--- src/rtl/simple_bus_arbiter_if.sv ---
// simple_bus_arbiter_if: requester-side and memory-side signals of the shared simple_bus.
interface simple_bus_arbiter_if #(
  parameter int NUM_REQ = 4,
  parameter int ADDR_W  = 8,
  parameter int DATA_W  = 8
);
  logic [NUM_REQ-1:0]        m_req, m_start, m_gnt, m_rdy;
  logic [2*NUM_REQ-1:0]      m_mode;
  logic [ADDR_W*NUM_REQ-1:0] m_addr;
  logic [DATA_W*NUM_REQ-1:0] m_wdata;
  logic [DATA_W-1:0]         m_rdata, s_wdata, s_rdata;
  logic [ADDR_W-1:0]         s_addr;
  logic [1:0]                s_mode;
  logic                      s_req, s_gnt, s_start, s_rdy, err;
  modport master (
    input  m_req, m_start, m_mode, m_addr, m_wdata, s_gnt, s_rdata, s_rdy,
    output m_gnt, m_rdy, m_rdata, s_req, s_start, s_mode, s_addr, s_wdata, err
  );
  modport slave (
    output m_req, m_start, m_mode, m_addr, m_wdata, s_gnt, s_rdata, s_rdy,
    input  m_gnt, m_rdy, m_rdata, s_req, s_start, s_mode, s_addr, s_wdata, err
  );
endinterface

--- src/rtl/simple_bus_arbiter.sv ---
// simple_bus_arbiter: round-robin sharing of one simple_bus memory among NUM_REQ requesters.
// Define SIMPLE_BUS_ARB_TIMEOUT_EN to abort BUSY after TIMEOUT cycles without s_rdy (pulses err).
module simple_bus_arbiter #(
  parameter int NUM_REQ   = 4,
  parameter int ADDR_W    = 8,
  parameter int DATA_W    = 8,
  parameter int MAX_BURST = 4,
  parameter int TIMEOUT   = 15
) (
  input logic clk,
  input logic rst_n,
  simple_bus_arbiter_if.master bus
);
  localparam int IW = $clog2(NUM_REQ);
  localparam int CW = $clog2(MAX_BURST + 1);
  typedef enum logic [1:0] {IDLE, REQ, OWN, BUSY} state_t;
  state_t state, state_nx;
  logic [IW-1:0] owner, owner_nx, last, last_nx;
  logic [CW-1:0] burst_cnt, burst_nx;
  logic s_req_nx, gnt_nx, start_nx, rdy_nx, rel;
  logic [1:0] mode_nx;
  logic [ADDR_W-1:0] addr_nx;
  logic [DATA_W-1:0] wdata_nx, rdata_nx;
`ifdef SIMPLE_BUS_ARB_TIMEOUT_EN
  localparam int TW = $clog2(TIMEOUT + 1);
  logic [TW-1:0] tcnt, tcnt_nx;
  logic err_nx;
`endif

  // first requester after lst in circular order; lst itself has lowest priority
  function automatic logic [IW-1:0] pick(input logic [NUM_REQ-1:0] req, input logic [IW-1:0] lst);
    int j;
    pick = lst;
    for (int i = NUM_REQ; i >= 1; i--) begin
      j = (int'(lst) + i) % NUM_REQ;
      if (req[j]) pick = IW'(j);
    end
  endfunction

  always_comb begin
    state_nx = state;
    owner_nx = owner;
    last_nx  = last;
    burst_nx = burst_cnt;
    s_req_nx = bus.s_req;
    gnt_nx   = |bus.m_gnt;
    start_nx = 1'b0;
    rdy_nx   = 1'b0;
    rel      = 1'b0;
    rdata_nx = bus.m_rdata;
    addr_nx  = bus.s_addr;
    mode_nx  = bus.s_mode;
    wdata_nx = bus.s_wdata;
`ifdef SIMPLE_BUS_ARB_TIMEOUT_EN
    tcnt_nx  = '0;
    err_nx   = 1'b0;
`endif
    case (state)
      IDLE: if (|bus.m_req) begin
        state_nx = REQ;
        owner_nx = pick(bus.m_req, last);
        s_req_nx = 1'b1;
      end
      REQ: if (!bus.m_req[owner]) begin
        state_nx = IDLE;
        s_req_nx = 1'b0;
      end else if (bus.s_gnt) begin
        state_nx = OWN;
        gnt_nx   = 1'b1;
      end
      OWN: if (!bus.m_req[owner]) rel = 1'b1;
      else if (!bus.s_gnt) begin
        state_nx = REQ;
        gnt_nx   = 1'b0;
      end else if (bus.m_start[owner]) begin
        state_nx = BUSY;
        start_nx = 1'b1;
        addr_nx  = bus.m_addr[owner*ADDR_W +: ADDR_W];
        mode_nx  = bus.m_mode[owner*2 +: 2];
        wdata_nx = bus.m_wdata[owner*DATA_W +: DATA_W];
      end
      BUSY: begin
        if (bus.s_rdy) begin
          rdy_nx   = 1'b1;
          rdata_nx = bus.s_rdata;
          burst_nx = burst_cnt + 1'b1;
          state_nx = OWN;
          rel      = (burst_cnt == CW'(MAX_BURST - 1)) || !bus.m_req[owner];
        end
`ifdef SIMPLE_BUS_ARB_TIMEOUT_EN
        else if (tcnt == TW'(TIMEOUT - 1)) begin
          err_nx = 1'b1;
          rel    = 1'b1;
        end else tcnt_nx = tcnt + 1'b1;
`endif
      end
      default: state_nx = IDLE;
    endcase
    if (rel) begin
      state_nx = IDLE;
      s_req_nx = 1'b0;
      gnt_nx   = 1'b0;
      last_nx  = owner;
      burst_nx = '0;
    end
  end

  always_ff @(posedge clk) begin
    if (!rst_n) begin
      state       <= IDLE;
      owner       <= '0;
      last        <= IW'(NUM_REQ - 1);
      burst_cnt   <= '0;
      bus.s_req   <= 1'b0;
      bus.m_gnt   <= '0;
      bus.s_start <= 1'b0;
      bus.m_rdy   <= '0;
      bus.m_rdata <= '0;
      bus.s_addr  <= '0;
      bus.s_mode  <= '0;
      bus.s_wdata <= '0;
    end else begin
      state       <= state_nx;
      owner       <= owner_nx;
      last        <= last_nx;
      burst_cnt   <= burst_nx;
      bus.s_req   <= s_req_nx;
      bus.m_gnt   <= {{(NUM_REQ-1){1'b0}}, gnt_nx} << owner_nx;
      bus.s_start <= start_nx;
      bus.m_rdy   <= {{(NUM_REQ-1){1'b0}}, rdy_nx} << owner;
      bus.m_rdata <= rdata_nx;
      bus.s_addr  <= addr_nx;
      bus.s_mode  <= mode_nx;
      bus.s_wdata <= wdata_nx;
    end
  end

`ifdef SIMPLE_BUS_ARB_TIMEOUT_EN
  always_ff @(posedge clk) begin
    if (!rst_n) begin
      tcnt    <= '0;
      bus.err <= 1'b0;
    end else begin
      tcnt    <= tcnt_nx;
      bus.err <= err_nx;
    end
  end
`else
  assign bus.err = 1'b0;
`endif
endmodule

--- src/flat_wrapper.sv ---
// flat-port wrapper written by rule: the top's interface ports become plain ports
module simple_bus_arbiter_flat 
#(
  parameter int NUM_REQ   = 4,
  parameter int ADDR_W    = 8,
  parameter int DATA_W    = 8,
  parameter int MAX_BURST = 4,
  parameter int TIMEOUT   = 15
)
  (clk, rst_n, bus_m_req, bus_m_start, bus_m_mode, bus_m_addr, bus_m_wdata, bus_s_gnt, bus_s_rdata, bus_s_rdy, bus_m_gnt, bus_m_rdy, bus_m_rdata, bus_s_req, bus_s_start, bus_s_mode, bus_s_addr, bus_s_wdata, bus_err);
  simple_bus_arbiter_if #(.NUM_REQ(NUM_REQ), .ADDR_W(ADDR_W), .DATA_W(DATA_W)) bus_i ();
  input logic clk;
  input logic rst_n;
  input wire logic [$bits(bus_i.m_req)-1:0] bus_m_req;
  input wire logic [$bits(bus_i.m_start)-1:0] bus_m_start;
  input wire logic [$bits(bus_i.m_mode)-1:0] bus_m_mode;
  input wire logic [$bits(bus_i.m_addr)-1:0] bus_m_addr;
  input wire logic [$bits(bus_i.m_wdata)-1:0] bus_m_wdata;
  input wire logic [$bits(bus_i.s_gnt)-1:0] bus_s_gnt;
  input wire logic [$bits(bus_i.s_rdata)-1:0] bus_s_rdata;
  input wire logic [$bits(bus_i.s_rdy)-1:0] bus_s_rdy;
  output wire logic [$bits(bus_i.m_gnt)-1:0] bus_m_gnt;
  output wire logic [$bits(bus_i.m_rdy)-1:0] bus_m_rdy;
  output wire logic [$bits(bus_i.m_rdata)-1:0] bus_m_rdata;
  output wire logic [$bits(bus_i.s_req)-1:0] bus_s_req;
  output wire logic [$bits(bus_i.s_start)-1:0] bus_s_start;
  output wire logic [$bits(bus_i.s_mode)-1:0] bus_s_mode;
  output wire logic [$bits(bus_i.s_addr)-1:0] bus_s_addr;
  output wire logic [$bits(bus_i.s_wdata)-1:0] bus_s_wdata;
  output wire logic [$bits(bus_i.err)-1:0] bus_err;
  assign bus_i.m_req = bus_m_req;
  assign bus_i.m_start = bus_m_start;
  assign bus_i.m_mode = bus_m_mode;
  assign bus_i.m_addr = bus_m_addr;
  assign bus_i.m_wdata = bus_m_wdata;
  assign bus_i.s_gnt = bus_s_gnt;
  assign bus_i.s_rdata = bus_s_rdata;
  assign bus_i.s_rdy = bus_s_rdy;
  assign bus_m_gnt = bus_i.m_gnt;
  assign bus_m_rdy = bus_i.m_rdy;
  assign bus_m_rdata = bus_i.m_rdata;
  assign bus_s_req = bus_i.s_req;
  assign bus_s_start = bus_i.s_start;
  assign bus_s_mode = bus_i.s_mode;
  assign bus_s_addr = bus_i.s_addr;
  assign bus_s_wdata = bus_i.s_wdata;
  assign bus_err = bus_i.err;
  simple_bus_arbiter #(.NUM_REQ(NUM_REQ), .ADDR_W(ADDR_W), .DATA_W(DATA_W), .MAX_BURST(MAX_BURST), .TIMEOUT(TIMEOUT)) u_core (.clk(clk), .rst_n(rst_n), .bus(bus_i));
endmodule
--- config.mk ---
export PLATFORM = sky130hd
export DESIGN_NAME = simple_bus_arbiter_flat
export DESIGN_NICKNAME = d
export VERILOG_FILES = /design/src/rtl/simple_bus_arbiter_if.sv /design/src/rtl/simple_bus_arbiter.sv /design/src/flat_wrapper.sv
export SDC_FILE = /design/constraint.sdc
export NUM_CORES = 1
export LEC_CHECK = 0
export CORE_ASPECT_RATIO = 0.7
export CORE_MARGIN = 2
export CORE_UTILIZATION = 30
export DETAILED_ROUTE_END_ITERATION = 10
export HOLD_SLACK_MARGIN = 0.05
export PLACE_DENSITY_LB_ADDON = 0.25
export SLEW_MARGIN = 10
export SYNTH_ARGS = -nofsm -noshare
export SYNTH_HDL_FRONTEND = slang
export SYNTH_SLANG_ARGS = --single-unit
--- constraint.sdc ---
create_clock -name clk -period 1.8 [get_ports clk]
set_input_delay 0.27 -clock clk [delete_from_list [all_inputs] [get_ports clk]]
set_output_delay 0.27 -clock clk [all_outputs]
set_load 0.05 [all_outputs]
==> results_dict.tcl, run 1 <==
set metrics [dict create \
    synth-main-ff-cell "dfxtp_1" \
    ir_drop_uv 390 \
    grt_pass1_vias 2390 \
    syn_area_per_cell_um2 10.3 \
    via_per_inst 4.74 \
    cts.clk_slew.worst_paths_ns 0.06 \
    routabilityCongestion 0.832 \
    grt_usage 0.169 \
    synth_top_area_frac 0.371 \
    die_area_um2 8850 \
    firstDrtPassIters 4 \
    utilization 0.525 \
    grt_max_degree 19 \
    leakagePower_nw 1.53 \
    vias 2302 \
    setup-violations-final 0 \
    synth_seq_cells 45 \
    status "finished clean" \
    placed_cell_area_um2 3930 \
    crit_required_ns 1.53 \
    maxCapViolCount 0 \
    powerDensity_nw_per_um2 683 \
    diodes 0 \
    postLayoutCellArea_um2 4130 \
    nets 484 \
    cts_tree "yes" \
    path_max_fanout 3 \
    cts_hold_buf 0 \
    slew_viol_final 0 \
    crit_chain "clkdlybuf4s50_1" \
    areaGrowthSynthToFinish_pct 70.0 \
    worst_slew_pin_slew_ns 0.529 \
    rsz0062_at_grt "no" \
    io_pins 129 \
    synth_edf_count 0 \
    portBuffers 127 \
    synth_area_leaders "dfxtp_1, mux4_2, mux2i_1" \
    antenna_found_initial 0 \
    cp-end-kind "output port" \
    worstSetupPathType "reg2out" \
    worstHoldPathType "reg2reg" \
    wire_per_inst_um 15.0 \
    finalCritPeriodShare 0.965 \
    drive_gt1_frac 0.208 \
    synth_cell_types 50 \
    initial_utilization 0.309 \
    ys_seq_area_frac 0.371 \
    max_freq_mhz 575 \
    cp_top_family "buffers and inverters" \
    critPathMaxStageDelay_ns 0.82 \
    critPathBufInv 1 \
    critPathArrivalTime_ns 1.47 \
    grt_overflow_total 0 \
    die_y_um 79.3 \
    cts_sinks 45 \
    rows 27 \
    synth_area_um2 2430 \
    cts_max_path_buffers 2 \
    cts_buffers 5 \
    fp.dieW_um 112 \
    cts_root_buf "clkbuf_16" \
    ant_nets 0 \
    dp_hpwl_um 5800 \
    synth_cells 237 \
    fin_crit_ns 1.74 \
    crit_path_start_kind "register" \
    drtIter0Drc 56 \
    drc 0 \
    relSlewSlack 0.647 \
    wl_um 7290 \
    synthesis.nets 336 \
    finalClockSkew_ns 0.00587 \
    grt_pass1_wl_um 11700 \
    yosys_warnings 0 \
    async_flop_share 0 \
    synth_area_leader_cell "dfxtp_1" \
    htree_num_levels 2 \
    core_um2 7870 \
    slowest_stage "clkdlybuf4s50_1" \
    finalHoldViolations 0 \
    clock_latency_ns 0.28 \
]
[layout by cell type, fill, tap and decap left out, types with 3 or more instances in the layout]
cell             instances
mux2i_1                 21
nor2_1                  25
clkbuf_16                5
nor3_1                   5
ha_1                     5
nand2_1                 31
inv_1                    8
and2_1                   3
a21oi_1                 12
mux4_2                  18
dfxtp_1                 44
nand2b_1                 3
a22oi_1                  3
buf_4                   37
clkdlybuf4s50_1        117
[metrics by stage]
step | hold slack (ns) | setup slack (ns) | total power, mW | cells | setup TNS [ns]
floorplan | 0.406 | 0.171 | 1.45 | 237 | 0
global placement | 0.442 | -0.143 | 1.80 | 477 | -2.56
detailed placement | 0.449 | -0.214 | 1.80 | 477 | -3.94
CTS | 0.458 | 0.0387 | 2.84 | 484 | 0
global route | 0.468 | 0.0157 | 2.97 | 486 | 0
finish | 0.456 | 0.0623 | 2.82 | 486 | 0
[report_power, final]
part	switching [mW]	internal, mW
clock	0.376	0.645
combinational	0.303	0.453
sequential	0.0272	1.02
[kinds of logic (layout without fill, tap and decap cells)]
| family | Yosys count | in the layout | share of synthesized area |
|---|---|---|---|
| AOI/OAI and AO/OA | 35 | 35 | 0.102 |
| muxes | 43 | 43 | 0.279 |
| buffers and inverters | 23 | 171 | 0.0520 |
| other | 1 | 1 | 0.00154 |
| xor gates and xnor gates | 1 | 1 | 0.00360 |
| and+or+nand+nor | 82 | 82 | 0.154 |
| DFF | 45 | 45 | 0.371 |
| adders and majority gates | 7 | 7 | 0.0360 |
[routing by layer]
metal	routed length, um	track usage
met1	3270	0.209
met2	3220	0.275
met3	747	0.0725
met4	50	0.0407
met5	0	0
[cell type report]
type                    count  area, um^2
repair buffers            155        1470
flip-flops and latches     45         902
clock inverters             2        35.0
multi-input cells         169        1440
inverters                   9        33.8
well taps                 101         126
fillers                   740        3740
clock buffers               5         125
[flip-flops by register name, indices dropped and copies added, names as in the netlist, 3 cells and up]
| signal | count |
|---|---|
| u_core.bus.m_gnt | 4 |
| u_core.bus.m_rdata | 8 |
| u_core.bus.s_wdata | 8 |
| u_core.burst_cnt | 3 |
| u_core.bus.m_rdy | 4 |
| u_core.bus.s_addr | 8 |
[cell usage after synthesis (3+ instances only)]
cell       n
a21oi_1   12
a22oi_1    3
and2_1     3
buf_2      4
clkbuf_1   4
dfxtp_1   45
ha_1       7
inv_1      8
mux2i_1   21
mux4_2    18
nand2_1   32
nand2b_1   3
nor2_1    25
nor3_1     5
o21ai_0    4
[timing repair]
| action | CTS | global route |
|---|---|---|
| setup buffers | 0 | 2 |
| setup endpoints to repair | 0 | 9 |
| gates resized for setup | 0 | 9 |
[worst paths after layout]
kind | endpoint | slack (ns) | from | cells after the start
max | bus_s_req | 0.06 | u_core.bus.s_req | 1
min | u_core.bus.m_rdata[3] | 0.46 | u_core.bus.m_rdata[3] | 2
max reg2reg | u_core.state[1] | 0.13 | u_core.state[0] | 7
min reg2reg | u_core.bus.m_rdata[3] | 0.46 | u_core.bus.m_rdata[3] | 2
Power figures use the tool's default switching activity.
==> inputs of run 2 (changes only) <==
--- a/config.mk
+++ b/config.mk
@@ -11,6 +11,7 @@
 export DETAILED_ROUTE_END_ITERATION = 10
 export HOLD_SLACK_MARGIN = 0.05
 export PLACE_DENSITY_LB_ADDON = 0.25
+export SKIP_CTS_REPAIR_TIMING = 1
 export SLEW_MARGIN = 10
 export SYNTH_ARGS = -nofsm -noshare
 export SYNTH_HDL_FRONTEND = slang
==> results of run 2 <==
No change in the layout: final DEF, timing and power equal those of run 1.
